$ cat src/rtl/mem_bus_controller.sv
// Bus controller between the multicycle core and its synchronous ROM/RAM.
// It arbitrates the fetch and data ports round-robin and holds a small bank of memory-mapped IO registers.
module mem_bus_controller #(
  parameter int                DATA_W      = 16,
  parameter int                ADDR_W      = 8,
  parameter int                ROM_LATENCY = 1,
  parameter int                RAM_LATENCY = 1,
  parameter logic [ADDR_W-1:0] IO_BASE     = 8'hF0,
  parameter int                NUM_IO      = 4
) (
  input  logic                     clock,
  input  logic                     reset_n,
  input  logic                     if_req,
  input  logic [ADDR_W-1:0]        if_addr,
  output logic [DATA_W-1:0]        if_rdata,
  output logic                     if_ack,
  input  logic                     d_req,
  input  logic                     d_we,
  input  logic [ADDR_W-1:0]        d_addr,
  input  logic [DATA_W-1:0]        d_wdata,
  output logic [DATA_W-1:0]        d_rdata,
  output logic                     d_ack,
  output logic [ADDR_W-1:0]        rom_address,
  input  logic [DATA_W-1:0]        rom_q,
  output logic [ADDR_W-1:0]        ram_address,
  output logic [DATA_W-1:0]        ram_data,
  output logic                     ram_wren,
  input  logic [DATA_W-1:0]        ram_q,
  input  logic [DATA_W-1:0]        io_in,
  output logic [NUM_IO*DATA_W-1:0] io_out,
  output logic                     busy
);

  typedef enum logic [2:0] {
    IDLE   = 3'd0,
    ROM_RD = 3'd1,
    RAM_RD = 3'd2,
    RAM_WR = 3'd3,
    IO_ACC = 3'd4
  } state_t;

  localparam int LAT_MAX = (ROM_LATENCY > RAM_LATENCY) ? ROM_LATENCY : RAM_LATENCY;
  localparam int CNT_W   = $clog2(LAT_MAX + 1);
  localparam logic [CNT_W-1:0]  ROM_LAT_C = CNT_W'(ROM_LATENCY);
  localparam logic [CNT_W-1:0]  RAM_LAT_C = CNT_W'(RAM_LATENCY);
  localparam logic [ADDR_W-1:0] NUM_IO_C  = ADDR_W'(NUM_IO);

  state_t              state_r;
  state_t              state_next_s;
  logic                last_grant_r;        // 1 = data port was granted last
  logic [CNT_W-1:0]    cnt_r;
  logic [CNT_W-1:0]    cnt_next_s;
  logic [ADDR_W-1:0]   rom_addr_r;
  logic [ADDR_W-1:0]   d_addr_r;
  logic [DATA_W-1:0]   d_wdata_r;
  logic                d_we_r;
  logic [DATA_W-1:0]   if_rdata_r;
  logic [DATA_W-1:0]   if_rdata_next_s;
  logic [DATA_W-1:0]   d_rdata_r;
  logic [DATA_W-1:0]   d_rdata_next_s;
  logic                if_ack_r;
  logic                if_ack_next_s;
  logic                d_ack_r;
  logic                d_ack_next_s;
  logic                ram_wren_r;
  logic                ram_wren_next_s;
  logic [DATA_W-1:0]   io_regs_r [NUM_IO];

  logic                fetch_req_s;
  logic                data_req_s;
  logic                grant_data_s;
  logic                accept_fetch_s;
  logic                accept_data_s;
  logic                d_is_io_s;
  logic                io_wr_s;
  logic [ADDR_W-1:0]   io_idx_s;
  logic [DATA_W-1:0]   io_sel_s;
  logic [DATA_W-1:0]   io_rd_s;

  // A port whose ack is currently high is still holding its old request, so it is masked.
  assign fetch_req_s  = if_req & ~if_ack_r;
  assign data_req_s   = d_req & ~d_ack_r;
  assign grant_data_s = data_req_s & (~fetch_req_s | ~last_grant_r);
  assign d_is_io_s    = (d_addr >= IO_BASE);
  assign io_idx_s     = d_addr_r - IO_BASE;

  assign if_rdata    = if_rdata_r;
  assign d_rdata     = d_rdata_r;
  assign if_ack      = if_ack_r;
  assign d_ack       = d_ack_r;
  assign rom_address = rom_addr_r;
  assign ram_address = d_addr_r;
  assign ram_data    = d_wdata_r;
  assign ram_wren    = ram_wren_r;
  assign busy        = (state_r != IDLE);

  for (genvar k = 0; k < NUM_IO; k++) begin : g_io_out
    assign io_out[k*DATA_W +: DATA_W] = io_regs_r[k];
  end

  // IO read mux: output registers, then the input word, then zero above it.
  always_comb begin
    io_sel_s = '0;
    for (int k = 0; k < NUM_IO; k++) begin
      io_sel_s = io_sel_s | ((io_idx_s == ADDR_W'(k)) ? io_regs_r[k] : {DATA_W{1'b0}});
    end
    if (io_idx_s == NUM_IO_C) begin
      io_rd_s = io_in;
    end else if (io_idx_s < NUM_IO_C) begin
      io_rd_s = io_sel_s;
    end else begin
      io_rd_s = '0;
    end
  end

  // State register.
  always_ff @(posedge clock or negedge reset_n) begin
    if (!reset_n) begin
      state_r <= IDLE;
    end else begin
      state_r <= state_next_s;
    end
  end

  // Next-state logic: arbitration and address decode in IDLE, latency countdown elsewhere.
  always_comb begin
    state_next_s   = state_r;
    accept_fetch_s = 1'b0;
    accept_data_s  = 1'b0;
    case (state_r)
      IDLE: begin
        if (grant_data_s) begin
          accept_data_s = 1'b1;
          if (d_is_io_s) begin
            state_next_s = IO_ACC;
          end else if (d_we) begin
            state_next_s = RAM_WR;
          end else begin
            state_next_s = RAM_RD;
          end
        end else if (fetch_req_s) begin
          accept_fetch_s = 1'b1;
          state_next_s   = ROM_RD;
        end else begin
          state_next_s = IDLE;
        end
      end
      ROM_RD: begin
        if (cnt_r == ROM_LAT_C) begin
          state_next_s = IDLE;
        end else begin
          state_next_s = ROM_RD;
        end
      end
      RAM_RD: begin
        if (cnt_r == RAM_LAT_C) begin
          state_next_s = IDLE;
        end else begin
          state_next_s = RAM_RD;
        end
      end
      RAM_WR:  state_next_s = IDLE;
      IO_ACC:  state_next_s = IDLE;
      default: state_next_s = IDLE;
    endcase
  end

  // Output logic: next values of the registered acks, read data, write strobe and wait counter.
  always_comb begin
    if_ack_next_s   = 1'b0;
    d_ack_next_s    = 1'b0;
    ram_wren_next_s = 1'b0;
    io_wr_s         = 1'b0;
    cnt_next_s      = '0;
    if_rdata_next_s = if_rdata_r;
    d_rdata_next_s  = d_rdata_r;
    case (state_r)
      IDLE: begin
        ram_wren_next_s = accept_data_s & ~d_is_io_s & d_we;
      end
      ROM_RD: begin
        if (cnt_r == ROM_LAT_C) begin
          if_ack_next_s   = 1'b1;
          if_rdata_next_s = rom_q;
        end else begin
          cnt_next_s = cnt_r + {{(CNT_W-1){1'b0}}, 1'b1};
        end
      end
      RAM_RD: begin
        if (cnt_r == RAM_LAT_C) begin
          d_ack_next_s   = 1'b1;
          d_rdata_next_s = ram_q;
        end else begin
          cnt_next_s = cnt_r + {{(CNT_W-1){1'b0}}, 1'b1};
        end
      end
      RAM_WR: begin
        d_ack_next_s = 1'b1;
      end
      IO_ACC: begin
        d_ack_next_s = 1'b1;
        if (d_we_r) begin
          io_wr_s = 1'b1;
        end else begin
          d_rdata_next_s = io_rd_s;
        end
      end
      default: begin
        d_ack_next_s = 1'b0;
      end
    endcase
  end

  // Datapath registers: request latches, read data, acks, write strobe and IO bank.
  always_ff @(posedge clock or negedge reset_n) begin
    if (!reset_n) begin
      last_grant_r <= 1'b0;
      cnt_r        <= '0;
      rom_addr_r   <= '0;
      d_addr_r     <= '0;
      d_wdata_r    <= '0;
      d_we_r       <= 1'b0;
      if_rdata_r   <= '0;
      d_rdata_r    <= '0;
      if_ack_r     <= 1'b0;
      d_ack_r      <= 1'b0;
      ram_wren_r   <= 1'b0;
      for (int k = 0; k < NUM_IO; k++) begin
        io_regs_r[k] <= '0;
      end
    end else begin
      cnt_r      <= cnt_next_s;
      if_rdata_r <= if_rdata_next_s;
      d_rdata_r  <= d_rdata_next_s;
      if_ack_r   <= if_ack_next_s;
      d_ack_r    <= d_ack_next_s;
      ram_wren_r <= ram_wren_next_s;
      if (accept_fetch_s) begin
        rom_addr_r   <= if_addr;
        last_grant_r <= 1'b0;
      end
      if (accept_data_s) begin
        d_addr_r     <= d_addr;
        d_wdata_r    <= d_wdata;
        d_we_r       <= d_we;
        last_grant_r <= 1'b1;
      end
      for (int k = 0; k < NUM_IO; k++) begin
        if (io_wr_s && (io_idx_s == ADDR_W'(k))) begin
          io_regs_r[k] <= d_wdata_r;
        end
      end
    end
  end

endmodule
$ cat config.mk
export PLATFORM = sky130hd
export DESIGN_NAME = mem_bus_controller
export DESIGN_NICKNAME = d
export VERILOG_FILES = /design/src/rtl/mem_bus_controller.sv
export SDC_FILE = /design/constraint.sdc
export NUM_CORES = 1
export LEC_CHECK = 0
export CAP_MARGIN = 25
export CELL_PAD_IN_SITES_DETAIL_PLACEMENT = 1
export CELL_PAD_IN_SITES_GLOBAL_PLACEMENT = 1
export CORE_MARGIN = 5
export CORE_UTILIZATION = 35
export DETAILED_ROUTE_END_ITERATION = 8
export PLACE_DENSITY = 0.81
export SLEW_MARGIN = 10
export SYNTH_ARGS = -nofsm -noshare
export SYNTH_HDL_FRONTEND = slang
export SYNTH_SLANG_ARGS = --single-unit
$ cat constraint.sdc
create_clock -name clock -period 2.85 [get_ports clock]
set_input_delay 0.855 -clock clock [delete_from_list [all_inputs] [get_ports clock]]
set_output_delay 0.855 -clock clock [all_outputs]
set_load 0.02 [all_outputs]
Word-level counts from Yosys, hierarchy flattened
Cells that the tools add are included.
{ "op_classes": {"shift": 0, "muxes": 31, "n_reduce_logical": 13, "n_eq_ne": 10, "n_addsub": 2, "bitwise_logic": 14, "n_lt_le_gt_ge": 2, "n_div": 0, "multipliers": 0} }
{ "op_table": {"columns": ["op", "count"], "rows": [
  ["16-bit 2-to-1 mux", 8],
  ["16-bit OR", 3],
  ["16-bit case mux with 2 select lines", 1],
  ["1-bit 2-to-1 mux", 17],
  ["8-bit by 2-bit equality test with 1-bit output, second input constant", 2],
  ["3-bit case mux with 3 select lines", 1],
  ["8-bit by 1-bit equality test with 1-bit output, second input constant", 1],
  ["8-bit by 3-bit equality test with 1-bit output, second input constant", 1],
  ["8-bit greater-or-equal comparator, second input constant", 1],
  ["8-bit logical NOT", 1],
  ["8-bit by 3-bit less-than comparator with 1-bit output, second input constant", 1],
  ["8-bit subtractor, second input constant", 1],
  ["3-bit by 2-bit equality test with 1-bit output, second input constant", 2],
  ["3-bit 2-to-1 mux", 2],
  ["1-bit AND", 5],
  ["1-bit inverter", 5],
  ["1-bit logical AND", 4],
  ["2-bit != test, second input constant", 2],
  ["2-bit nonzero test", 2],
  ["2-bit OR reduction", 2],
  ["3-bit by 1-bit equality test with 1-bit output, second input constant", 1],
  ["3-bit equality test, second input constant", 1],
  ["3-bit logical NOT", 1],
  ["3-bit AND reduction", 1],
  ["other kinds (6)", 6]
]} }
{ "word_totals": {"inputBits": 85, "output_inout_bits": 132, "latch_bits": 0, "n_memories": 0, "wordCells": 88, "ram_bits": 0, "register_bits": 137, "mem_bits_ro": 0} }

Logic depth before layout (Yosys ltp)
Gate-level depths: netlist of run 1.
{ "logic_depth": {"ltp_word": 10, "mapped_depth": 8, "mapped_depth_nobuf": 4} }

Least setup slack after synthesis of run 1
Ideal clock, no wire load.
{ "synth_timing": {"kind": "in2reg", "start": "in if_req", "end": "reg d_addr_r[1] (netlist: ram_address[1])", "setup_slack_ns": 0.796, "stages": 5, "setup_time_ns": 0.128, "arrival_ns": 1.927, "path_buffers": 2, "path_cell_list": "nor2b_1 a211o_1 buf_2 buf_2 mux2_1"} }
{ "synth_between": {"elab_chain_cells": 6} }
{ "synth_rtl": {"columns": ["element", "line_no", "rtl"], "rows": [
  ["start, declared", "13", "input logic if_req,"],
  ["1-bit AND", "81", "assign fetch_req_s = if_req & ~if_ack_r;"],
  ["1-bit inverter", "83", "assign grant_data_s = data_req_s & (~fetch_req_s | ~last_grant_r);"],
  ["1-bit OR", "83", null],
  ["1-bit AND", "83", null],
  ["1-bit 2-to-1 mux", "132", "if (grant_data_s) begin"],
  ["1-bit 2-to-1 mux", "130", "case (state_r)"],
  ["end signal, assigned", "243", "d_addr_r <= d_addr;"],
  ["end, declared", "54", "logic [ADDR_W-1:0] d_addr_r;"]
]} }
No other way between the ends.
A chain may end at the register's enable or synchronous reset.

Final worst setup path of run 1
{ "layout_timing": {"start": "reg state_r[1]", "end": "out busy"} }
{ "layout_between": {"elab_chain_cells": 1} }
{ "layout_rtl": {"columns": ["element", "line_no", "rtl"], "rows": [
  ["start, declared", "48", "state_t state_r;"],
  ["start signal, assigned", "121", "state_r <= state_next_s;"],
  ["3-bit nonzero test", "95", "assign busy = (state_r != IDLE);"],
  ["end, declared", "31", "output logic busy"]
]} }
No other way between the ends.

==> run metrics, run 1 <==
multi-input logic area=0.00233 sq mm; DIE HEIGHT=140 um; CP Max Fanout=7; clk_lat worst skew=0.42 ns; post-CTS setup buffers=0; routed vias/inst=5.09; hold crit path type=in2async; Placement Setup Slack=0.249 ns; crit path DAT=1.92 ns; Die Wd=140 um; setup violators final=0; final core utilization=0.541; Power Total=8.35 mW; count of cell types in the netlist=39; area leader, netlist=dfrtp_1; CTS tree=yes; Final min period=2.77 ns; final hold slack=0.440 ns; Detail Route Antenna Nets=0; outcome=completed; fin. max-slew vios=0; drt drc=0; Area after DPL=0.00834 sq mm; CP required=2.00 ns; Synth area leaders=dfrtp_1 (58%), mux2_2 (18%), mux4_2 (5.7%); non-filler cells, final=856; WL per Instance=22.1 um; Design Area, Final=0.00898 sq mm; cts repair resizes=0; Initial Util=0.356; Worst-Margin Slew=0.735 ns; Syn Inst Count=398; dpl hpwl=14000 um; DRT Pass-1 Iters=4; vias in the first global route=4993; Seq cells post-synth=137; Port Buf Inserts=216; share of cells above drive strength 1=0.259; Inserted Diodes=0; Final Skew=0.00866 ns; sequential area share after synthesis=0.581; ys flop type=dfrtp_1; static leakage=3.90 nW; grt ovf=0; vias=4355; # H-tree levels=4; CTS clk-pin slew, worst paths=0.06 ns; # rows=47; Slew Limit Headroom=0.510; Synth async-reset ratio=1.00; Num CTS Buffers=17; final hold vios=0; CP Capture Type=primary output; area growth from synthesis to layout=52.2%; hold_buf cts=0; final worst slack=0.0799 ns; Post-Route WL=19000 um; CP Launch Type=flop; CTS max path bufs=2; maxcap violations=0; mapped cell area=0.00590 sq mm; Global Route Usage Sum=0.196; Die ar.=0.0196 sq mm; Crit Path Category=reg2out; core box area=0.0166 sq mm; first-pass GRT wire length=29700 um; Mapped Avg Cell Area=14.8 sq um; sequential cell area=0.00343 sq mm; Root Buffer=clkbuf_16; initial antenna violation count=0; io pins=217; Setup TNS Final=0 ns; FMAX=361 MHz; Max IR drop VDD=0.437 mV; largest net degree at the start of global routing=68; RSZ-0062 raised after global routing=false; Ys Warns=0; routability-driven placement congestion ratio=0.793; Power Density=930 mW/mm^2; Yosys top cell area share=0.581; Fillers=1652; nets@finish=708; Initial DRC Count=124; Tcrit/Tclk final=0.972; syn nets=483; DP Cell Count=824; Post-synth EDFFs=0; CTS Sinks=137
## final cells by class
cell class                      instances  area share
Clock buffer                           21      0.0524
Inverter                                3     0.00125
Multi-Input combinational cell        233       0.259
Clock inverter                         11      0.0187
Tap cell                              220      0.0307
Sequential cell                       137       0.382
Timing Repair Buffer                  231       0.256
## cell usage after synthesis (3+ instances only)
cell and number:
buf_2 12, clkbuf_1 7, nor2_1 37, mux2_1 18
nor2b_1 3, a211oi_1 16, nand2b_1 4, mux4_2 15
a221oi_1 16, mux2_2 95, inv_1 3, dfrtp_1 137
nor3_1 3
## worst paths after layout
| kind | from | endpoint | slack [ns] | depth (start not counted) |
|---|---|---|---|---|
| min in group clock | if_rdata[13]$_DFFE_PN0P_ | if_rdata[13]$_DFFE_PN0P_ | 0.51 | 1 |
| min reg2reg | if_rdata[13]$_DFFE_PN0P_ | if_rdata[13]$_DFFE_PN0P_ | 0.51 | 1 |
| max reg2reg | state_r[2]$_DFF_PN0_ | io_out[27]$_DFFE_PN0P_ | 0.60 | 5 |
| max in group asynchronous | reset_n | io_out[14]$_DFFE_PN0P_ | 1.60 | 2 |
| min | reset_n | d_rdata[7]$_DFFE_PN0P_ | 0.44 | 1 |
| max | state_r[1]$_DFF_PN0_ | busy | 0.08 | 2 |
## layer usage
layer	vias to the layer above	routed length (um)	GRT usage
li1	1941	-	-
met1	2252	7570	0.231
met2	140	10000	0.346
met3	22	990	0.0556
met4	0	385	0.0622
met5	-	0	0
## layout by cell type, fill, tap and decap left out, types with 2 or more instances in the layout
cell             synthesis  final
a211oi_1                16     16
nand3_4                  2      2
clkinvlp_4               0      2
a221oi_1                16     16
nand4_1                  2      2
clkbuf_8                 0      3
nor2b_1                  3      3
mux2_2                  95     95
bufinv_16                0      4
inv_1                    3      3
dfrtp_1                137    137
o21ai_0                  2      2
buf_4                    2     13
mux2_1                  18     18
nor3_1                   3      2
buf_12                   0      2
nand2b_1                 4      4
mux2i_1                  2      2
clkdlybuf4s50_1          0    215
nor2_1                  37     37
mux4_2                  15     15
clkinv_2                 0      3
clkbuf_16                0     17
## flip-flops by register name, summed over array words and instances (netlist names)
signal and cells:
rom_address 8, if_rdata 16, ram_wren 1, last_grant_r 1
d_ack 1, ram_address 8, io_out 64, d_rdata 16
d_we_r 1, cnt_r 1, state_r 3, ram_data 16
if_ack 1
## report_power, final
group,switching (mW),leakage (nW),internal (mW),total [mW]
sequential,0.465,1.76,2.47,2.93
clock,0.836,0.309,1.53,2.37
combinational,1.48,1.83,1.57,3.05
## logic make-up (layout without fill, tap and decap cells)
kind of cell | after synthesis | in the layout | share of synthesized area
flip-flops | 137 | 137 | 0.581
multiplexers | 130 | 130 | 0.276
AND/OR/NAND/NOR | 62 | 62 | 0.0615
AO/OA/AOI/OAI | 41 | 41 | 0.0549
buffers and inverters | 28 | 266 | 0.0261
## worst max-delay path, stage by stage, from the launching register on
cell             delay [ns]
dfrtp_1                0.46
or3_1                  0.46
clkdlybuf4s50_1        0.58
Power figures use the tool's default switching activity.
==> run 2: changes to the inputs <==
Settings changed: ABC_CLOCK_PERIOD_IN_PS from default to 2850.
==> results of run 2 <==
Final layout, timing and power as in run 1 (identical DEF).
